--- config.mk ---
export PLATFORM = sky130hd
export DESIGN_NAME = ln_fixed
export DESIGN_NICKNAME = d
export VERILOG_FILES = /design/src/rtl/ln_fixed.sv
export SDC_FILE = /design/constraint.sdc
export NUM_CORES = 1
export LEC_CHECK = 0
export CORE_ASPECT_RATIO = 0.5
export CORE_MARGIN = 2
export CORE_UTILIZATION = 25
export DETAILED_ROUTE_END_ITERATION = 8
export PLACE_DENSITY_LB_ADDON = 0.15
export SETUP_SLACK_MARGIN = 0.05
export SLEW_MARGIN = 20
export SYNTH_ARGS = -nofsm -noshare
export SYNTH_HDL_FRONTEND = slang
export SYNTH_SLANG_ARGS = --single-unit
--- constraint.sdc ---
create_clock -name clk -period 7.31 [get_ports clk]
set_input_delay 0.731 -clock clk [delete_from_list [all_inputs] [get_ports clk]]
set_output_delay 0.731 -clock clk [all_outputs]
set_load 0.005 [all_outputs]
--- src/rtl/ln_fixed.sv ---
// ---------------------------------------------------------------------------
// ln_fixed -- sequential fixed-point natural logarithm.
//
// Computes y = ln(x) for an unsigned Q16.16 operand and returns a signed
// Q16.16 result. The operand is split into a power of two and a mantissa
// in [1,2). The mantissa is pushed up towards 2.0 by shift-and-add factors
// (1 + 2^-k). ln of each accepted factor is subtracted from an ln(2)
// accumulator, which leaves ln(mantissa). The exponent contributes e*ln(2).
// The datapath has no general multiplier. The only product is a constant
// multiply of the small exponent.
//
// Ports:
//   clk        system clock, rising edge
//   rst        asynchronous reset, active-high
//   in_valid   operand valid
//   in_ready   block idle, operand is accepted on in_valid
//   x          operand, unsigned Q16.16
//   out_valid  result valid, held until out_ready
//   out_ready  consumer accepts the result
//   y          ln(x), signed Q16.16, two's complement
//   err        x was zero (y = 0x80000000), qualified by out_valid
//
// Parameter:
//   ITER       normalisation iterations, k = 1..ITER, legal range 12..30
//
// Build option:
//   LN_FIXED_ROUND_EN  defined   -> the Q.30 to Q.16 step rounds half-up
//                      undefined -> the Q.30 to Q.16 step truncates (floor)
// ---------------------------------------------------------------------------
module ln_fixed #(
    parameter int ITER = 20
) (
    input  logic        clk,
    input  logic        rst,
    input  logic        in_valid,
    output logic        in_ready,
    input  logic [31:0] x,
    output logic        out_valid,
    input  logic        out_ready,
    output logic [31:0] y,
    output logic        err
);

    typedef enum logic [2:0] {
        ST_IDLE,
        ST_NORM,
        ST_ITER,
        ST_FINAL,
        ST_DONE
    } state_t;

    // ln(2) in Q4.30.
    localparam logic signed [33:0] LN2_Q30 = 34'sd744261118;
    localparam logic signed [39:0] LN2_W   = 40'sd744261118;
    localparam logic signed [39:0] Y_MAX   = 40'sd2147483647;
    localparam logic signed [39:0] Y_MIN   = -40'sd2147483648;

    // T[k] = round(ln(1 + 2^-k) * 2^30). For k >= 16 the value reduces to
    // 2^(30-k) because the higher-order terms fall below half an LSB.
    function automatic logic signed [33:0] ln_tab(input logic [4:0] k);
        logic signed [33:0] v;
        case (k)
            5'd1:    v = 34'sd435364844;
            5'd2:    v = 34'sd239598564;
            5'd3:    v = 34'sd126468572;
            5'd4:    v = 34'sd65095192;
            5'd5:    v = 34'sd33040817;
            5'd6:    v = 34'sd16647494;
            5'd7:    v = 34'sd8356010;
            5'd8:    v = 34'sd4186133;
            5'd9:    v = 34'sd2095107;
            5'd10:   v = 34'sd1048064;
            5'd11:   v = 34'sd524160;
            5'd12:   v = 34'sd262112;
            5'd13:   v = 34'sd131064;
            5'd14:   v = 34'sd65534;
            5'd15:   v = 34'sd32768;
            5'd16:   v = 34'sd16384;
            5'd17:   v = 34'sd8192;
            5'd18:   v = 34'sd4096;
            5'd19:   v = 34'sd2048;
            5'd20:   v = 34'sd1024;
            5'd21:   v = 34'sd512;
            5'd22:   v = 34'sd256;
            5'd23:   v = 34'sd128;
            5'd24:   v = 34'sd64;
            5'd25:   v = 34'sd32;
            5'd26:   v = 34'sd16;
            5'd27:   v = 34'sd8;
            5'd28:   v = 34'sd4;
            5'd29:   v = 34'sd2;
            5'd30:   v = 34'sd1;
            default: v = 34'sd0;
        endcase
        return v;
    endfunction

    state_t             r_state;
    logic [31:0]        r_x;
    logic [31:0]        r_m;      // mantissa, Q2.30, in [1,2)
    logic signed [33:0] r_acc;    // ln(mantissa) accumulator, Q4.30
    logic signed [5:0]  r_e;      // exponent, -16..15
    logic [4:0]         r_k;
    logic               r_in_ready;
    logic               r_out_valid;
    logic [31:0]        r_y;
    logic               r_err;

    logic [4:0]         w_p;
    logic [31:0]        w_m_norm;
    logic signed [5:0]  w_e;
    logic [32:0]        w_t;
    logic               w_take;
    logic signed [39:0] w_sum;
    logic signed [39:0] w_rnd;
    logic signed [39:0] w_shift;
    logic [31:0]        w_y_sat;

    // Leading-one position of the latched operand. The loop runs upward, so
    // the last assignment wins and w_p ends on the highest set bit.
    // NOTE: every combinational output gets a default first so that no path
    // leaves it unassigned, which would otherwise infer a latch.
    always_comb begin
        w_p = 5'd0;
        for (int i = 0; i < 32; i++) begin
            if (r_x[i]) begin
                w_p = 5'(i);
            end
        end
    end

    // Put the leading one at bit 30. Only p == 31 needs a right shift, and
    // it drops the operand's LSB.
    always_comb begin
        if (w_p == 5'd31) begin
            w_m_norm = r_x >> 1;
        end else begin
            w_m_norm = r_x << (5'd30 - w_p);
        end
    end

    assign w_e    = $signed({1'b0, w_p}) - 6'sd16;

    // The candidate step m*(1+2^-k) is taken only while it stays below 2.0.
    assign w_t    = {1'b0, r_m} + {1'b0, (r_m >> r_k)};
    assign w_take = (w_t[32:31] == 2'b00);

    assign w_sum  = ($signed({{34{r_e[5]}}, r_e}) * LN2_W)
                  + $signed({{6{r_acc[33]}}, r_acc});

`ifdef LN_FIXED_ROUND_EN
    assign w_rnd  = w_sum + 40'sd8192;
`else
    assign w_rnd  = w_sum;
`endif

    assign w_shift = w_rnd >>> 14;

    always_comb begin
        if (w_shift > Y_MAX) begin
            w_y_sat = 32'h7FFF_FFFF;
        end else if (w_shift < Y_MIN) begin
            w_y_sat = 32'h8000_0000;
        end else begin
            w_y_sat = w_shift[31:0];
        end
    end

    // NOTE: state registers use non-blocking assignments only, so every
    // branch reads the values from before the edge and the order of
    // statements inside the block does not matter.
    // NOTE: the datapath registers are reset together with the control
    // registers, so the outputs have defined values straight out of reset.
    always_ff @(posedge clk or posedge rst) begin
        if (rst) begin
            r_state     <= ST_IDLE;
            r_x         <= '0;
            r_m         <= '0;
            r_acc       <= '0;
            r_e         <= '0;
            r_k         <= '0;
            r_in_ready  <= 1'b1;
            r_out_valid <= 1'b0;
            r_y         <= '0;
            r_err       <= 1'b0;
        end else begin
            case (r_state)
                ST_IDLE: begin
                    if (in_valid) begin
                        r_x        <= x;
                        r_in_ready <= 1'b0;
                        r_state    <= ST_NORM;
                    end
                end

                ST_NORM: begin
                    if (r_x == 32'd0) begin
                        r_y         <= 32'h8000_0000;
                        r_err       <= 1'b1;
                        r_out_valid <= 1'b1;
                        r_state     <= ST_DONE;
                    end else begin
                        r_m     <= w_m_norm;
                        r_e     <= w_e;
                        r_acc   <= LN2_Q30;
                        r_k     <= 5'd1;
                        r_state <= ST_ITER;
                    end
                end

                ST_ITER: begin
                    if (w_take) begin
                        r_m   <= w_t[31:0];
                        r_acc <= r_acc - ln_tab(r_k);
                    end
                    if (r_k == 5'(ITER)) begin
                        r_state <= ST_FINAL;
                    end else begin
                        r_k <= r_k + 5'd1;
                    end
                end

                ST_FINAL: begin
                    r_y         <= w_y_sat;
                    r_err       <= 1'b0;
                    r_out_valid <= 1'b1;
                    r_state     <= ST_DONE;
                end

                ST_DONE: begin
                    // Ready rises on the release edge itself, so the next
                    // operand cannot be taken in the same cycle.
                    if (out_ready) begin
                        r_out_valid <= 1'b0;
                        r_in_ready  <= 1'b1;
                        r_state     <= ST_IDLE;
                    end
                end

                default: begin
                    r_state <= ST_IDLE;
                end
            endcase
        end
    end

    assign in_ready  = r_in_ready;
    assign out_valid = r_out_valid;
    assign y         = r_y;
    assign err       = r_err;

endmodule

==> impl_metrics.tcl, run 1 <==
set metrics [dict create \
    ant_nets 0 \
    setup-violations-final 0 \
    cts_buffers 17 \
    dp_cells 2957 \
    hold_viol_final 0 \
    areaGrowthSynthToFinish_pct 13.31 \
    path_class "flip-flop to flip-flop" \
    grt_max_degree 80 \
    insertion_delay_ns 0.47 \
    holdWs_ns 0.4935 \
    hpwl_um 44940 \
    yosysWarnings 0 \
    synthesis.area_mm2 0.01705 \
    fin_cells 2991 \
    num_rows 67 \
    vias 15760 \
    worst_pin_slew_ns 1.114 \
    dr.pass1.iters 5 \
    critical-path-max-stage-delay_ns 0.53 \
    cts_root_buf "clkbuf_16" \
    worst-path-buf-inv 2 \
    grt_pass1_wl_um 92980 \
    netlist.top_cell.by_area "dfrtp_1" \
    avgSynthCellArea_um2 8.223 \
    setup.worst_path.end_class "flip-flop" \
    viasPerCell 5.269 \
    cts_num_sinks 139 \
    finalWirelength_um 58560 \
    grt_pass1_vias 15310 \
    routedWlPerCell_um 19.58 \
    relSlewSlack_pct 25.76 \
    initial_core_util_pct 25.35 \
    diodes 0 \
    synthFlopType "dfrtp_1" \
    critical_path_arrival_ns 7.08 \
    yosys.area.top_type_share_pct 20.26 \
    layout-drive-gt1-share_pct 9.360 \
    grt_overflow 0 \
    drcViolationCount 0 \
    critPathTopFamily "compound AO/OA/AOI/OAI gates" \
    synth_cell_types 80 \
    drt_iter0_markers 1182 \
    gp_congestion 0.8332 \
    coreArea_mm2 0.06723 \
    status "finished, final reports clean" \
    clkTransAtPathRegs_ns 0.07 \
    cts_tree "built" \
    fin_crit_ns 6.764 \
    synth-seq-cells 139 \
    worstPathMaxFanout 4 \
    worst_ep_required_time_ns 7.63 \
    drv_slew 0 \
    netlist_top_cells_area "dfrtp_1 (20%), ha_1 (14%), a21oi_1 (5.0%)" \
    hold_class "flip-flop to flip-flop" \
    final.fill_count 7281 \
    post-route-period-util_pct 92.52 \
    synth_seq_area_share_pct 20.41 \
    dieArea_mm2 0.07042 \
    io_pins 71 \
    port-buffer-count 70 \
    cp_slowest_cell "fa_1" \
    tns_ns 0 \
    cp-start-kind "flip-flop" \
    die_x_um 373.3 \
    antenna_found_initial 0 \
    max-cap-violations 0 \
    synth_edf_count 0 \
    clk_path_buf_depth 2 \
    fin_worst_skew_ns 0.01542 \
    max_freq_mhz 147.9 \
    syn-num-nets 2318 \
    fin_nets 2326 \
    htree_num_levels 4 \
    grtUsageTotal_pct 16.71 \
    rsz0062_at_grt "no" \
    die_h_um 188.6 \
    ys_async_sr_fraction_pct 100.0 \
    netlist_instances 2073 \
]
## worst min-delay path, delay by kind of cell, from the launching register on
kind            cells  cell delay (ns)
compound gates      1             0.06
flops               1             0.35
simple gates        1             0.05
## sequential cells by signal, summed over array words and instances, names as in the netlist
name and flops:
r_acc 34, r_m 32, r_x 32, y 25
r_e 5, r_k 5, r_state 3, err 1
in_ready 1, out_valid 1
## layout make-up
cell class,count,area [um^2],share of cell area [%]
multi-input combinational,1717,12720,65.88
sequential,139,3482,18.03
inverter,91,346.6,1.794
timing repair buffer,115,1051,5.441
tap,897,1122,5.811
clock buffer,19,452.9,2.345
clock inverter,13,135.1,0.6996
## kinds of logic after synthesis
family / count (synthesis) / share of synthesized area [%]
AOI/OAI and AO/OA: 639 / 24.26
xor gates and xnor gates: 100 / 5.226
adders and majority gates: 209 / 16.09
buffers and inverters: 217 / 5.395
DFF: 139 / 20.41
muxes: 130 / 11.58
and+or+nand+nor: 639 / 17.04
## per-stage QoR
stage	setup WS (ns)	util, %	cell area, um^2
after detailed placement	0.06546	27.79	18690
final	0.5464	28.73	19310
after floorplan	0.6385	-	17050
after global routing	0.01719	28.73	19310
after CTS	0.1654	28.68	19280
after global placement	0.1473	27.79	18690
## repair_timing
item                                    in CTS  in global routing
resized for setup                            2                  7
hold endpoints to repair                     0                  0
setup buffers                                0                  2
pin swaps                                    1                  4
endpoints found under the setup margin       1                 10
hold buffers                                 0                  0
## cell usage after synthesis, types with 7 or more instances
cell type and instances:
o21bai_1 12, inv_1 87, or2_2 12, xnor2_1 68, fa_1 17, mux2_2 36, a32oi_1 7, clkbuf_1 89
a221oi_1 16, o22ai_1 20, o31ai_1 20, a211oi_1 28, nand2_1 218, nor4_1 11, buf_2 13, a22oi_1 12
or3_1 12, and3_1 14, nor2_1 199, buf_1 10, o31a_1 7, a21oi_1 172, buf_4 9, mux2i_1 48
o32ai_1 8, a21o_1 40, o21a_1 28, o21ai_0 145, nand3_1 36, mux4_1 14, ha_1 192, o2111ai_1 8
nor3_1 37, nand4_1 13, a31oi_1 28, o211ai_1 17, and2_1 14, xor2_1 30, a221o_1 7, dfrtp_1 138
mux4_2 32, nor2b_1 21, nand2b_1 27
## routing by layer
metal	wire length [um]	track usage [%]	share of wire, %	vias up
met5	0	0	0	-
met4	803	3.519	1.4	0
met3	2056	2.118	3.5	35
met2	26250	26.30	45	310
met1	29450	24.35	50	7730
li1	-	-	-	7685
## cells in the final DEF, fill, tap and decap left out, types with 20 or more instances in the layout
cell type / Yosys / layout
dfrtp_1: 138 / 136
a21oi_1: 172 / 171
mux4_2: 32 / 32
nor2b_1: 21 / 21
nand2b_1: 27 / 27
ha_1: 192 / 192
o31ai_1: 20 / 20
a21o_1: 40 / 40
mux2_2: 36 / 36
nand3_1: 36 / 36
o21a_1: 28 / 27
buf_4: 9 / 44
o22ai_1: 20 / 20
xor2_1: 30 / 30
a31oi_1: 28 / 28
a211oi_1: 28 / 27
nor3_1: 37 / 34
inv_1: 87 / 86
clkdlybuf4s50_1: 0 / 70
o21ai_0: 145 / 143
nand2_1: 218 / 217
xnor2_1: 68 / 68
nor2_1: 199 / 198
mux2i_1: 48 / 48
## worst paths after layout
check / start / to / slack (ns) / cells after the start
min in group asynchronous: rst / r_x[20]$_DFFE_PP0P_ / 0.79 / 2
max: r_e[0]$_DFFE_PP0P_ / y[22]$_DFFE_PP0P_ / 0.55 / 28
max in group asynchronous: rst / r_acc[10]$_DFFE_PP0P_ / 5.19 / 3
max reg2reg: r_e[0]$_DFFE_PP0P_ / y[22]$_DFFE_PP0P_ / 0.55 / 28
min reg2reg: y[19]$_DFFE_PP0P_ / y[19]$_DFFE_PP0P_ / 0.49 / 2
min: y[19]$_DFFE_PP0P_ / y[19]$_DFFE_PP0P_ / 0.49 / 2
Power of run 1 is left out: the tool's default activity adds up to more than one toggle a clock period on the data nets, which glitch-free logic cannot reach.
==> run 2: changes to the inputs <==
CORE_ASPECT_RATIO = 0.8   (was 0.5)
GPL_TIMING_DRIVEN = 0   (was not set)
REMOVE_ABC_BUFFERS = 1   (was not set)
==> impl_metrics.tcl, run 2 (synthesized netlist as in run 1, its figures left out) <==
set metrics [dict create \
    status "finished, final reports clean" \
    largestRegisters "r_acc: 34 flops, r_m: 32 flops, r_x: 32 flops" \
    setup.worst_path.end_class "flip-flop" \
    htree_num_levels 4 \
    critical_path_arrival_ns 7.17 \
    grt_max_degree 84 \
    hpwl_um 44210 \
    max-cap-violations 0 \
    dr.pass1.iters 5 \
    worst_ep_required_time_ns 7.63 \
    die_h_um 237.6 \
    clk_path_buf_depth 2 \
    drcViolationCount 0 \
    cts_root_buf "clkbuf_16" \
    vias 15850 \
    num_rows 85 \
    layout-drive-gt1-share_pct 10.48 \
    mostFrequentLayoutCell "nand2_1" \
    grt_pass1_wl_um 92220 \
    r2r_start "r_e[2]$_DFFE_PP0P_" \
    grt_pass1_vias 15250 \
    relSlewSlack_pct 28.92 \
    path_class "flip-flop to flip-flop" \
    fin_worst_skew_ns 0.01451 \
    dieArea_mm2 0.07030 \
    diodes 0 \
    cp_slowest_cell "dfrtp_2" \
    setup-violations-final 0 \
    worstPathMaxFanout 7 \
    initial_core_util_pct 25.28 \
    areaGrowthSynthToFinish_pct 14.82 \
    r2r_slack_ns 0.46 \
    hold_viol_final 0 \
    coreArea_mm2 0.06743 \
    r2r_cells 26 \
    holdWs_ns 0.4805 \
    die_x_um 295.9 \
    largest_reg_flops 34 \
    viasPerCell 5.278 \
    critical-path-max-stage-delay_ns 0.52 \
    timing.critical_path.mode_cell "ha_1" \
    cp-start-kind "flip-flop" \
    ant_nets 0 \
    fin_crit_ns 6.845 \
    clkTransAtPathRegs_ns 0.07 \
    io_pins 71 \
    crit_start "r_e[2]$_DFFE_PP0P_" \
    finalWirelength_um 58540 \
    min_from "err$_DFFE_PP0P_" \
    insertion_delay_ns 0.48 \
    final_cell_mix "nand2_1 (216), nor2_1 (198), ha_1 (188)" \
    worst_pin_slew_ns 1.039 \
    fin_nets 2322 \
    reg2reg_to "y[18]$_DFFE_PP0P_" \
    max_freq_mhz 146.1 \
    cts_num_sinks 139 \
    cts_tree "built" \
    largest_register "r_acc" \
    port-buffer-count 70 \
    worstSetupEndpoint "y[18]$_DFFE_PP0P_" \
    routedWlPerCell_um 19.49 \
    drv_slew 0 \
    hold_class "flip-flop to flip-flop" \
    cts_buffers 17 \
    gp_congestion 0.8559 \
    post-route-period-util_pct 93.64 \
    grtUsageTotal_pct 16.88 \
    antenna_found_initial 0 \
    grt_overflow 0 \
    hold_buffers 0 \
    tns_ns 0 \
    rsz0062_at_grt "no" \
    drt_iter0_markers 1453 \
]
-- run 2: worst min-delay path by stage --
stage / endpoint / cells after the start / slack (ns)
final: err$_DFFE_PP0P_ / 1 / 0.48
after global routing: err$_DFFE_PP0P_ / 1 / 0.50
after CTS: err$_DFFE_PP0P_ / 1 / 0.49
after detailed placement: err$_DFFE_PP0P_ / 1 / 0.47
after global placement: err$_DFFE_PP0P_ / 1 / 0.46
after floorplan: r_acc[0]$_DFFE_PP0P_ / 2 / 0.47
-- run 2: area by class of cell --
cell class                 count  area, um^2
clock buffer                  19       442.9
clock inverter                13       142.6
fill                        7211       47850
inverter                      91       355.3
multi-input combinational   1717       12810
sequential                   139        3495
tap                          913        1142
timing repair buffer         111        1182
-- run 2: what timing repair did --
item,CTS,global route
pin swaps,2,18
gates resized for setup,16,17
hold endpoints to repair,0,0
buffers inserted,6,9
endpoints found under the setup margin,20,21
-- run 2: critical path: cells and delay by family, from the launching register on --
family	cells	cell delay, ns
compound gates	12	2.42
fa+ha+maj	6	2.39
simple gates	5	0.83
flops	1	0.52
buf+inv	2	0.31
xor+xnor	1	0.20
-- run 2: metal layers --
| layer | up-vias | global-route usage (%) | part of all wire, % |
|---|---|---|---|
| met4 | 0 | 4.270 | 1.9 |
| met5 | - | 0 | 0 |
| met2 | 402 | 24.54 | 42 |
| met1 | 7714 | 25.28 | 51 |
| li1 | 7682 | - | - |
| met3 | 51 | 3.207 | 5.1 |
-- run 2: metrics by stage --
stage	area, um^2	setup WS, ns	utilization (%)	instances
after floorplan	16470	-0.1163	-	1947
after global placement	18310	-5.676	27.16	2930
after detailed placement	18780	-0.8689	27.85	2956
after CTS	19440	0.1094	28.84	2994
after global routing	19570	0.04816	29.03	3003
final	19570	0.4648	29.03	3003
Power of run 2 is left out for the same reason.
